**config.mk**
```make
export PLATFORM = sky130hd
export DESIGN_NAME = sd_init_sequencer_flat
export DESIGN_NICKNAME = d
export VERILOG_FILES = /design/src/rtl/sd_init_sequencer_if.sv /design/src/rtl/sd_init_sequencer.sv /design/src/flat_wrapper.sv
export SDC_FILE = /design/constraint.sdc
export NUM_CORES = 1
export LEC_CHECK = 0
export BUFFER_PORTS_ARGS = -buffer_cell sky130_fd_sc_hd__buf_2
export CAP_MARGIN = 20
export CELL_PAD_IN_SITES_DETAIL_PLACEMENT = 1
export CELL_PAD_IN_SITES_GLOBAL_PLACEMENT = 2
export CORE_UTILIZATION = 31
export CTS_CLUSTER_SIZE = 20
export DETAILED_ROUTE_END_ITERATION = 10
export HOLD_SLACK_MARGIN = 0.15
export PLACE_DENSITY_LB_ADDON = 0.1
export SLEW_MARGIN = 20
export SYNTH_ARGS = -nofsm -noshare
export SYNTH_HDL_FRONTEND = slang
export SYNTH_SLANG_ARGS = --single-unit
```
**constraint.sdc**
```tcl
create_clock -name clk -period 3.5 [get_ports clk]
set_input_delay 0 -clock clk [delete_from_list [all_inputs] [get_ports clk]]
set_output_delay 0 -clock clk [all_outputs]
set_load 0.05 [all_outputs]
```
**src/rtl/sd_init_sequencer_if.sv**
```systemverilog
// Command/response channel between the SD init sequencer and the CMD-line PHY.
//   cmd_valid/cmd_ready : command handshake (sequencer -> PHY)
//   cmd_index, cmd_arg  : command being issued, stable while cmd_valid is high
//   resp_valid          : PHY delivered a response (one cycle)
//   resp_err            : that response failed CRC or framing
//   resp_arg            : response payload (R1/R3/R6/R7 body)
interface sd_init_sequencer_if;
  logic        cmd_valid;
  logic        cmd_ready;
  logic [5:0]  cmd_index;
  logic [31:0] cmd_arg;
  logic        resp_valid;
  logic        resp_err;
  logic [31:0] resp_arg;

  modport master (
    output cmd_valid, cmd_index, cmd_arg,
    input  cmd_ready, resp_valid, resp_err, resp_arg
  );

  modport slave (
    input  cmd_valid, cmd_index, cmd_arg,
    output cmd_ready, resp_valid, resp_err, resp_arg
  );
endinterface

```
**src/rtl/sd_init_sequencer.sv**
```systemverilog
// SD card identification sequencer: CMD0, CMD8, CMD55/ACMD41 polling, CMD2,
// CMD3, CMD7, leaving the card in Transfer state.
//   clk, reset  : clock, asynchronous active-high reset
//   start       : one-cycle pulse, ignored while busy
//   bus         : command/response channel to the PHY (master side)
//   busy, done  : sequence in progress / one-cycle success pulse
//   fail        : sticky failure, cause in fail_code
//                 (1 bad CMD8 echo, 2 ACMD41 poll limit, 3 voltage mismatch,
//                  4 resend limit)
//   card_state  : 0 INACTIVE, 1 IDLE, 2 READY, 3 IDENT, 4 STANDBY, 5 TRANSFER
//   rca, ocr, ccs : published card address, last OCR, high-capacity flag
module sd_init_sequencer #(
  parameter int          ACMD41_RETRIES = 1000,
  parameter int          CMD_RETRIES    = 3,
  parameter int          RESP_TIMEOUT   = 64,
  parameter int          POLL_GAP       = 256,
  parameter logic [23:0] VOLT_WINDOW    = 24'hFF8000
) (
  input  logic                clk,
  input  logic                reset,
  input  logic                start,
  sd_init_sequencer_if.master bus,
  output logic                busy,
  output logic                done,
  output logic                fail,
  output logic [2:0]          fail_code,
  output logic [3:0]          card_state,
  output logic [15:0]         rca,
  output logic [31:0]         ocr,
  output logic                ccs
);
  localparam int TW = $clog2(RESP_TIMEOUT + 2);
  localparam int GW = $clog2(POLL_GAP + 2);
  localparam int PW = $clog2(ACMD41_RETRIES + 2);
  localparam int AW = $clog2(CMD_RETRIES + 2);
  localparam logic [TW-1:0] T_LAST = TW'(RESP_TIMEOUT);
  localparam logic [GW-1:0] G_LAST = GW'(POLL_GAP);
  localparam logic [PW-1:0] P_LAST = PW'(ACMD41_RETRIES - 1);
  localparam logic [AW-1:0] A_LAST = AW'(CMD_RETRIES);

  localparam logic [3:0] CS_INACTIVE = 4'd0, CS_IDLE = 4'd1, CS_READY = 4'd2,
                         CS_IDENT = 4'd3, CS_STANDBY = 4'd4, CS_TRANSFER = 4'd5;

  typedef enum logic [1:0] {S_IDLE, S_SEND, S_WAIT, S_GAP} state_t;
  typedef enum logic [2:0] {P_CMD0, P_CMD8, P_CMD55, P_ACMD41,
                            P_CMD2, P_CMD3, P_CMD7} phase_t;

  state_t state, state_n;
  phase_t phase, phase_n;

  logic [TW-1:0] t_cnt;
  logic [GW-1:0] gap_cnt;
  logic [PW-1:0] poll_cnt;
  logic [AW-1:0] att_cnt;
  logic          hcs;

  logic       resend, fail_now, att_clr, set_hcs, set_ready, poll_inc;
  logic       set_ident, set_rca, set_xfer, ocr_ld;
  logic [2:0] code_n;

  always_ff @(posedge clk or posedge reset) begin
    if (reset) begin
      state <= S_IDLE;
      phase <= P_CMD0;
    end else begin
      state <= state_n;
      phase <= phase_n;
    end
  end

  always_comb begin
    state_n   = state;
    phase_n   = phase;
    resend    = 1'b0;
    fail_now  = 1'b0;
    code_n    = 3'd0;
    att_clr   = 1'b0;
    set_hcs   = 1'b0;
    set_ready = 1'b0;
    poll_inc  = 1'b0;
    set_ident = 1'b0;
    set_rca   = 1'b0;
    set_xfer  = 1'b0;
    ocr_ld    = 1'b0;
    case (state)
      S_IDLE: if (start) begin
        state_n = S_SEND;
        phase_n = P_CMD0;
      end
      S_SEND: if (bus.cmd_ready) state_n = S_WAIT;
      S_WAIT: begin
        if (phase == P_CMD0) begin
          // CMD0 has no response: one idle cycle, then CMD8
          state_n = S_SEND;
          phase_n = P_CMD8;
        end else if (bus.resp_valid) begin
          if (bus.resp_err) begin
            resend = 1'b1;
          end else begin
            att_clr = 1'b1;
            state_n = S_SEND;
            case (phase)
              P_CMD8: begin
                if (bus.resp_arg[11:0] == 12'h1AA) begin
                  set_hcs = 1'b1;
                  phase_n = P_CMD55;
                end else begin
                  fail_now = 1'b1;
                  code_n   = 3'd1;
                end
              end
              P_CMD55: phase_n = P_ACMD41;
              P_ACMD41: begin
                ocr_ld = 1'b1;
                if ((bus.resp_arg[23:0] & VOLT_WINDOW) == 24'h0) begin
                  fail_now = 1'b1;
                  code_n   = 3'd3;
                end else if (!bus.resp_arg[31]) begin
                  if (poll_cnt == P_LAST) begin
                    fail_now = 1'b1;
                    code_n   = 3'd2;
                  end else begin
                    poll_inc = 1'b1;
                    state_n  = S_GAP;
                    phase_n  = P_CMD55;
                  end
                end else begin
                  set_ready = 1'b1;
                  phase_n   = P_CMD2;
                end
              end
              P_CMD2: begin
                set_ident = 1'b1;
                phase_n   = P_CMD3;
              end
              P_CMD3: begin
                // a zero RCA is unusable; reissue, spending a resend attempt
                if (bus.resp_arg[31:16] == 16'h0) begin
                  att_clr = 1'b0;
                  resend  = 1'b1;
                end else begin
                  set_rca = 1'b1;
                  phase_n = P_CMD7;
                end
              end
              P_CMD7: begin
                set_xfer = 1'b1;
                state_n  = S_IDLE;
              end
              default: ;
            endcase
          end
        end else if (t_cnt == T_LAST) begin
          // a silent CMD8 marks a v1 card rather than an error
          if (phase == P_CMD8) begin
            att_clr = 1'b1;
            state_n = S_SEND;
            phase_n = P_CMD55;
          end else begin
            resend = 1'b1;
          end
        end
      end
      S_GAP: if (gap_cnt == G_LAST) state_n = S_SEND;
      default: state_n = S_IDLE;
    endcase
    if (resend) begin
      if (att_cnt == A_LAST) begin
        fail_now = 1'b1;
        code_n   = 3'd4;
      end else begin
        state_n = S_SEND;
      end
    end
    if (fail_now) state_n = S_IDLE;
  end

  assign bus.cmd_valid = (state == S_SEND);

  always_comb begin
    bus.cmd_index = 6'd0;
    bus.cmd_arg   = 32'h0;
    if (state == S_SEND) begin
      case (phase)
        P_CMD8:   begin bus.cmd_index = 6'd8;  bus.cmd_arg = 32'h0000_01AA; end
        P_CMD55:  bus.cmd_index = 6'd55;
        P_ACMD41: begin bus.cmd_index = 6'd41; bus.cmd_arg = {1'b0, hcs, 6'b0, VOLT_WINDOW}; end
        P_CMD2:   bus.cmd_index = 6'd2;
        P_CMD3:   bus.cmd_index = 6'd3;
        P_CMD7:   begin bus.cmd_index = 6'd7;  bus.cmd_arg = {rca, 16'h0}; end
        default:  ;
      endcase
    end
  end

  always_ff @(posedge clk or posedge reset) begin
    if (reset) begin
      busy       <= 1'b0;
      done       <= 1'b0;
      fail       <= 1'b0;
      fail_code  <= 3'd0;
      card_state <= CS_IDLE;
      rca        <= 16'h0;
      ocr        <= 32'h0;
      ccs        <= 1'b0;
      hcs        <= 1'b0;
      t_cnt      <= '0;
      gap_cnt    <= '0;
      poll_cnt   <= '0;
      att_cnt    <= '0;
    end else begin
      done <= 1'b0;
      if (state == S_IDLE && start) begin
        busy      <= 1'b1;
        fail      <= 1'b0;
        fail_code <= 3'd0;
        rca       <= 16'h0;
        ocr       <= 32'h0;
        ccs       <= 1'b0;
        hcs       <= 1'b0;
        poll_cnt  <= '0;
        att_cnt   <= '0;
      end
      // timeout count is 1 in the first cycle after acceptance
      if (state == S_SEND && bus.cmd_ready) begin
        t_cnt <= TW'(1);
        if (phase == P_CMD0) card_state <= CS_IDLE;
      end else if (state == S_WAIT) begin
        t_cnt <= t_cnt + 1'b1;
      end
      if (poll_inc) gap_cnt <= GW'(1);
      else if (state == S_GAP) gap_cnt <= gap_cnt + 1'b1;
      if (poll_inc) poll_cnt <= poll_cnt + 1'b1;
      if (resend && !fail_now) att_cnt <= att_cnt + 1'b1;
      else if (att_clr) att_cnt <= '0;
      if (set_hcs) hcs <= 1'b1;
      if (ocr_ld) ocr <= bus.resp_arg;
      if (set_ready) begin
        ccs        <= bus.resp_arg[30] & hcs;
        card_state <= CS_READY;
      end
      if (set_ident) card_state <= CS_IDENT;
      if (set_rca) begin
        rca        <= bus.resp_arg[31:16];
        card_state <= CS_STANDBY;
      end
      if (set_xfer) begin
        card_state <= CS_TRANSFER;
        done       <= 1'b1;
        busy       <= 1'b0;
      end
      if (fail_now) begin
        card_state <= CS_INACTIVE;
        fail       <= 1'b1;
        fail_code  <= code_n;
        busy       <= 1'b0;
      end
    end
  end
endmodule

```
**src/flat_wrapper.sv**
```systemverilog
// flat-port wrapper written by rule: the top's interface ports become plain ports
module sd_init_sequencer_flat 
#(
  parameter int          ACMD41_RETRIES = 1000,
  parameter int          CMD_RETRIES    = 3,
  parameter int          RESP_TIMEOUT   = 64,
  parameter int          POLL_GAP       = 256,
  parameter logic [23:0] VOLT_WINDOW    = 24'hFF8000
)
  (clk, reset, start, busy, done, fail, fail_code, card_state, rca, ocr, ccs, bus_cmd_valid, bus_cmd_index, bus_cmd_arg, bus_cmd_ready, bus_resp_valid, bus_resp_err, bus_resp_arg);
  sd_init_sequencer_if bus_i ();
  input  logic clk;
  input  logic reset;
  input  logic start;
  output logic busy;
  output logic done;
  output logic fail;
  output logic [2:0] fail_code;
  output logic [3:0] card_state;
  output logic [15:0] rca;
  output logic [31:0] ocr;
  output logic ccs;
  output wire logic [$bits(bus_i.cmd_valid)-1:0] bus_cmd_valid;
  output wire logic [$bits(bus_i.cmd_index)-1:0] bus_cmd_index;
  output wire logic [$bits(bus_i.cmd_arg)-1:0] bus_cmd_arg;
  input wire logic [$bits(bus_i.cmd_ready)-1:0] bus_cmd_ready;
  input wire logic [$bits(bus_i.resp_valid)-1:0] bus_resp_valid;
  input wire logic [$bits(bus_i.resp_err)-1:0] bus_resp_err;
  input wire logic [$bits(bus_i.resp_arg)-1:0] bus_resp_arg;
  assign bus_cmd_valid = bus_i.cmd_valid;
  assign bus_cmd_index = bus_i.cmd_index;
  assign bus_cmd_arg = bus_i.cmd_arg;
  assign bus_i.cmd_ready = bus_cmd_ready;
  assign bus_i.resp_valid = bus_resp_valid;
  assign bus_i.resp_err = bus_resp_err;
  assign bus_i.resp_arg = bus_resp_arg;
  sd_init_sequencer #(.ACMD41_RETRIES(ACMD41_RETRIES), .CMD_RETRIES(CMD_RETRIES), .RESP_TIMEOUT(RESP_TIMEOUT), .POLL_GAP(POLL_GAP), .VOLT_WINDOW(VOLT_WINDOW)) u_core (.clk(clk), .reset(reset), .start(start), .bus(bus_i), .busy(busy), .done(done), .fail(fail), .fail_code(fail_code), .card_state(card_state), .rca(rca), .ocr(ocr), .ccs(ccs));
endmodule
```
==> metrics.csv <==
stage,metric,value,unit
outcome,status,"finished, final reports clean",
min_path,min_path_type,primary input to register,
sta,min_period,2510,ps
logic_synthesis,avgSynthCellArea,8.85,µm²
logic_synthesis,synth_area_leaders,"dfrtp_1 (47%), nand2_1 (9.6%), o21ai_0 (6.5%)",
critical_path,worst_ep_required_time,3720,ps
critical_path,reg2reg_from,u_core.phase[1],
critical_path,end_kind,register,
power,ir_drop,0.222,mV
critical_path,rr_worst_depth,6,
sta,rsz0062_at_grt,no,
finish,final_common_cell,nand2_1,
critical_path,timing.rr.end,u_core.card_state[2],
clock_network,htreeDepth,3,
clock_network,clk_pin_slew,70,ps
die,core_area,15400,µm²
logic_synthesis,syn_area,4940,µm²
logic_synthesis,synth_top_area_share,46.6,%
route,drt_iter0_drc,239,
global_route,grt_pass1_vias,4549,
route,via_count,4571,
sta,finalMaxSlewViolations,0,
logic_synthesis,synth-seq-cells,93,
place,io_buffers,124,
die,dieArea,16500,µm²
sta,worst-slew-pin-transition,811,ps
logic_synthesis,yosys.area.top_type,dfrtp_1,
sta,finalSetupTns,0,ps
clock_network,clock_path_buffers,2,
die,core.rowCount,45,
global_route,grt_pass1_wl,24800,µm
critical_path,worstSetupPathType,register to register,
sta,skew,5.53,ps
route,vias_per_cell,5.01,
critical_path,worstPathArrival,2730,ps
finish,areaGrowthSynthToFinish,26.8,%
die,die_y,128,µm
sta,hold_violations,0,
critical_path,rrSetupSlack,990,ps
sta,fmax,0.398,GHz
die,boundaryPins,136,
die,start_util,32.2,%
sta,final-setup-viol-count,0,
logic_synthesis,synthDistinctLibCells,63,
route,routed_wl,15500,µm
place,gp_congestion,0.756,
global_route,grt.total_usage,19.7,%
logic_synthesis,netlist_instances,559,
route,drc,0,
finish,layout-drive-gt1-share,23.0,%
logic_synthesis,synth_edf_count,0,
power,leakage,0.00303,µW
finish,diodes,0,
clock_network,clock_latency,350,ps
critical_path,critPathLaunchType,register,
global_route,gr-total-overflow,0,
critical_path,path_max_fanout,65,
sta,min_period_over_period,71.7,%
route,drtAntennaViolNets,0,
critical_path,crit_start,u_core.phase[1],
logic_synthesis,synth_top_flop_cell,dfrtp_1,
critical_path,endpoint,u_core.card_state[2],
die,die_w,128,µm
logic_synthesis,yosysSeqAreaShare,47.1,%
place,place_hpwl,11100,µm
clock_network,clock-sinks,93,
sta,holdWs,176,ps
global_route,grt_max_degree,66,
clock_network,cts_inserted_buffers,9,
logic_synthesis,async_reset_ff_share,100,%
clock_network,cts-root-buf,clkbuf_16,
clock_network,cts_tree,done,
power,cellPowerDensity,450,nW/µm²
route,drtPass1Iterations,4,
finish,num-nets-final,744,
job,max-cap-violations,0,
logic_synthesis,yosysWarnings,0,
route,wire_per_inst,17.0,µm
sta,slew_headroom,45.2,%
global_route,antenna_found_initial,0,
finish,final_cell_mix,"nand2_1 (125), buf_2 (124), dfrtp_1 (92), o21ai_0 (64), dlygate4sd3_1 (34)",
[worst max-delay path, cell delays in order, from the launching register on]
cell and delay [ps]:
dfrtp_1 660, nand3b_1 310, nor3_2 310, buf_4 500
nand3b_1 280, o311ai_0 190, a21oi_1 110
[per-stage QoR]
stage / instances / utilization, % / worst slack (ps) / instance area, µm² / power [µW]
after floorplan: 569 / - / 1080 / 4980 / 1710
after global placement: 862 / 36.7 / 1150 / 5650 / 1850
after detailed placement: 862 / 36.7 / 994 / 5650 / 1870
after CTS: 912 / 40.8 / 950 / 6270 / 2870
after global routing: 912 / 40.8 / 736 / 6270 / 2980
final: 912 / 40.8 / 989 / 6270 / 2820
[state kept, by name, summed over array words and instances, names as in the netlist]
signal and count:
u_core.ccs 1, u_core.gap_cnt 9, u_core.hcs 1, u_core.busy 1, u_core.state 2, u_core.fail_code 3, u_core.rca 16, u_core.done 1
u_core.ocr 32, u_core.poll_cnt 10, u_core.phase 3, u_core.fail 1, u_core.t_cnt 7, u_core.card_state 3, u_core.att_cnt 3
[cells in the mapped netlist (7+ instances only)]
library cell,count
nor2_1,24
nor3_1,10
ha_1,10
and2_1,10
nand2_1,126
dfrtp_1,92
o21ai_0,64
xor2_1,7
clkbuf_1,22
a21o_1,11
and3_1,9
inv_1,13
nor4_1,7
a21oi_1,14
nand3_1,23
buf_4,16
[worst min-delay path by stage]
stage | start | to | slack, ps | cells after the start
2_1_floorplan | bus_resp_arg[0] | u_core.ocr[0] | 120 | 2
3_3_place_gp | reset | u_core.gap_cnt[4] | 160 | 2
3_5_place_dp | reset | u_core.gap_cnt[3] | 160 | 2
4_1_cts | start | u_core.busy | 160 | 4
5_1_grt | start | u_core.busy | 200 | 4
6_report | start | u_core.busy | 180 | 4
[report_power, final]
part	switching [µW]	internal, µW
combinational	354	203
clock	428	522
sequential	118	1200
[final cells by class]
cell class | count | area [µm²]
clock buffers | 13 | 260
clock inverters | 3 | 21.3
fillers | 1847 | 9100
inverters | 13 | 50.0
multi-input cells | 414 | 2330
flip-flops and latches | 93 | 2330
well taps | 211 | 264
repair buffers | 165 | 1010
[cell families (layout without fill, tap and decap cells)]
group | count (synthesis) | in the layout | synth area share [%]
buf+inv | 62 | 194 | 6.68
xor+xnor | 10 | 10 | 1.77
simple gates | 248 | 248 | 24.3
compound gates | 128 | 128 | 16.0
mux | 7 | 7 | 1.52
flops | 93 | 93 | 47.1
other cells | 1 | 11 | 0.0758
fa+ha+maj | 10 | 10 | 2.53
[per-layer routing]
metal / vias up / GRT usage [%] / part of all wire (%)
li1: 2193 / - / -
met1: 2264 / 26.7 / 47
met2: 100 / 32.0 / 48
met3: 14 / 2.84 / 3.9
met4: 0 / 6.85 / 1.4
met5: - / 0 / 0
[what timing repair did]
item	4_1_cts	5_1_grt
resized for setup	0	0
endpoints found under the hold margin	92	0
buffers inserted	0	0
hold buffers	34	0
Power figures use the tool's default switching activity.
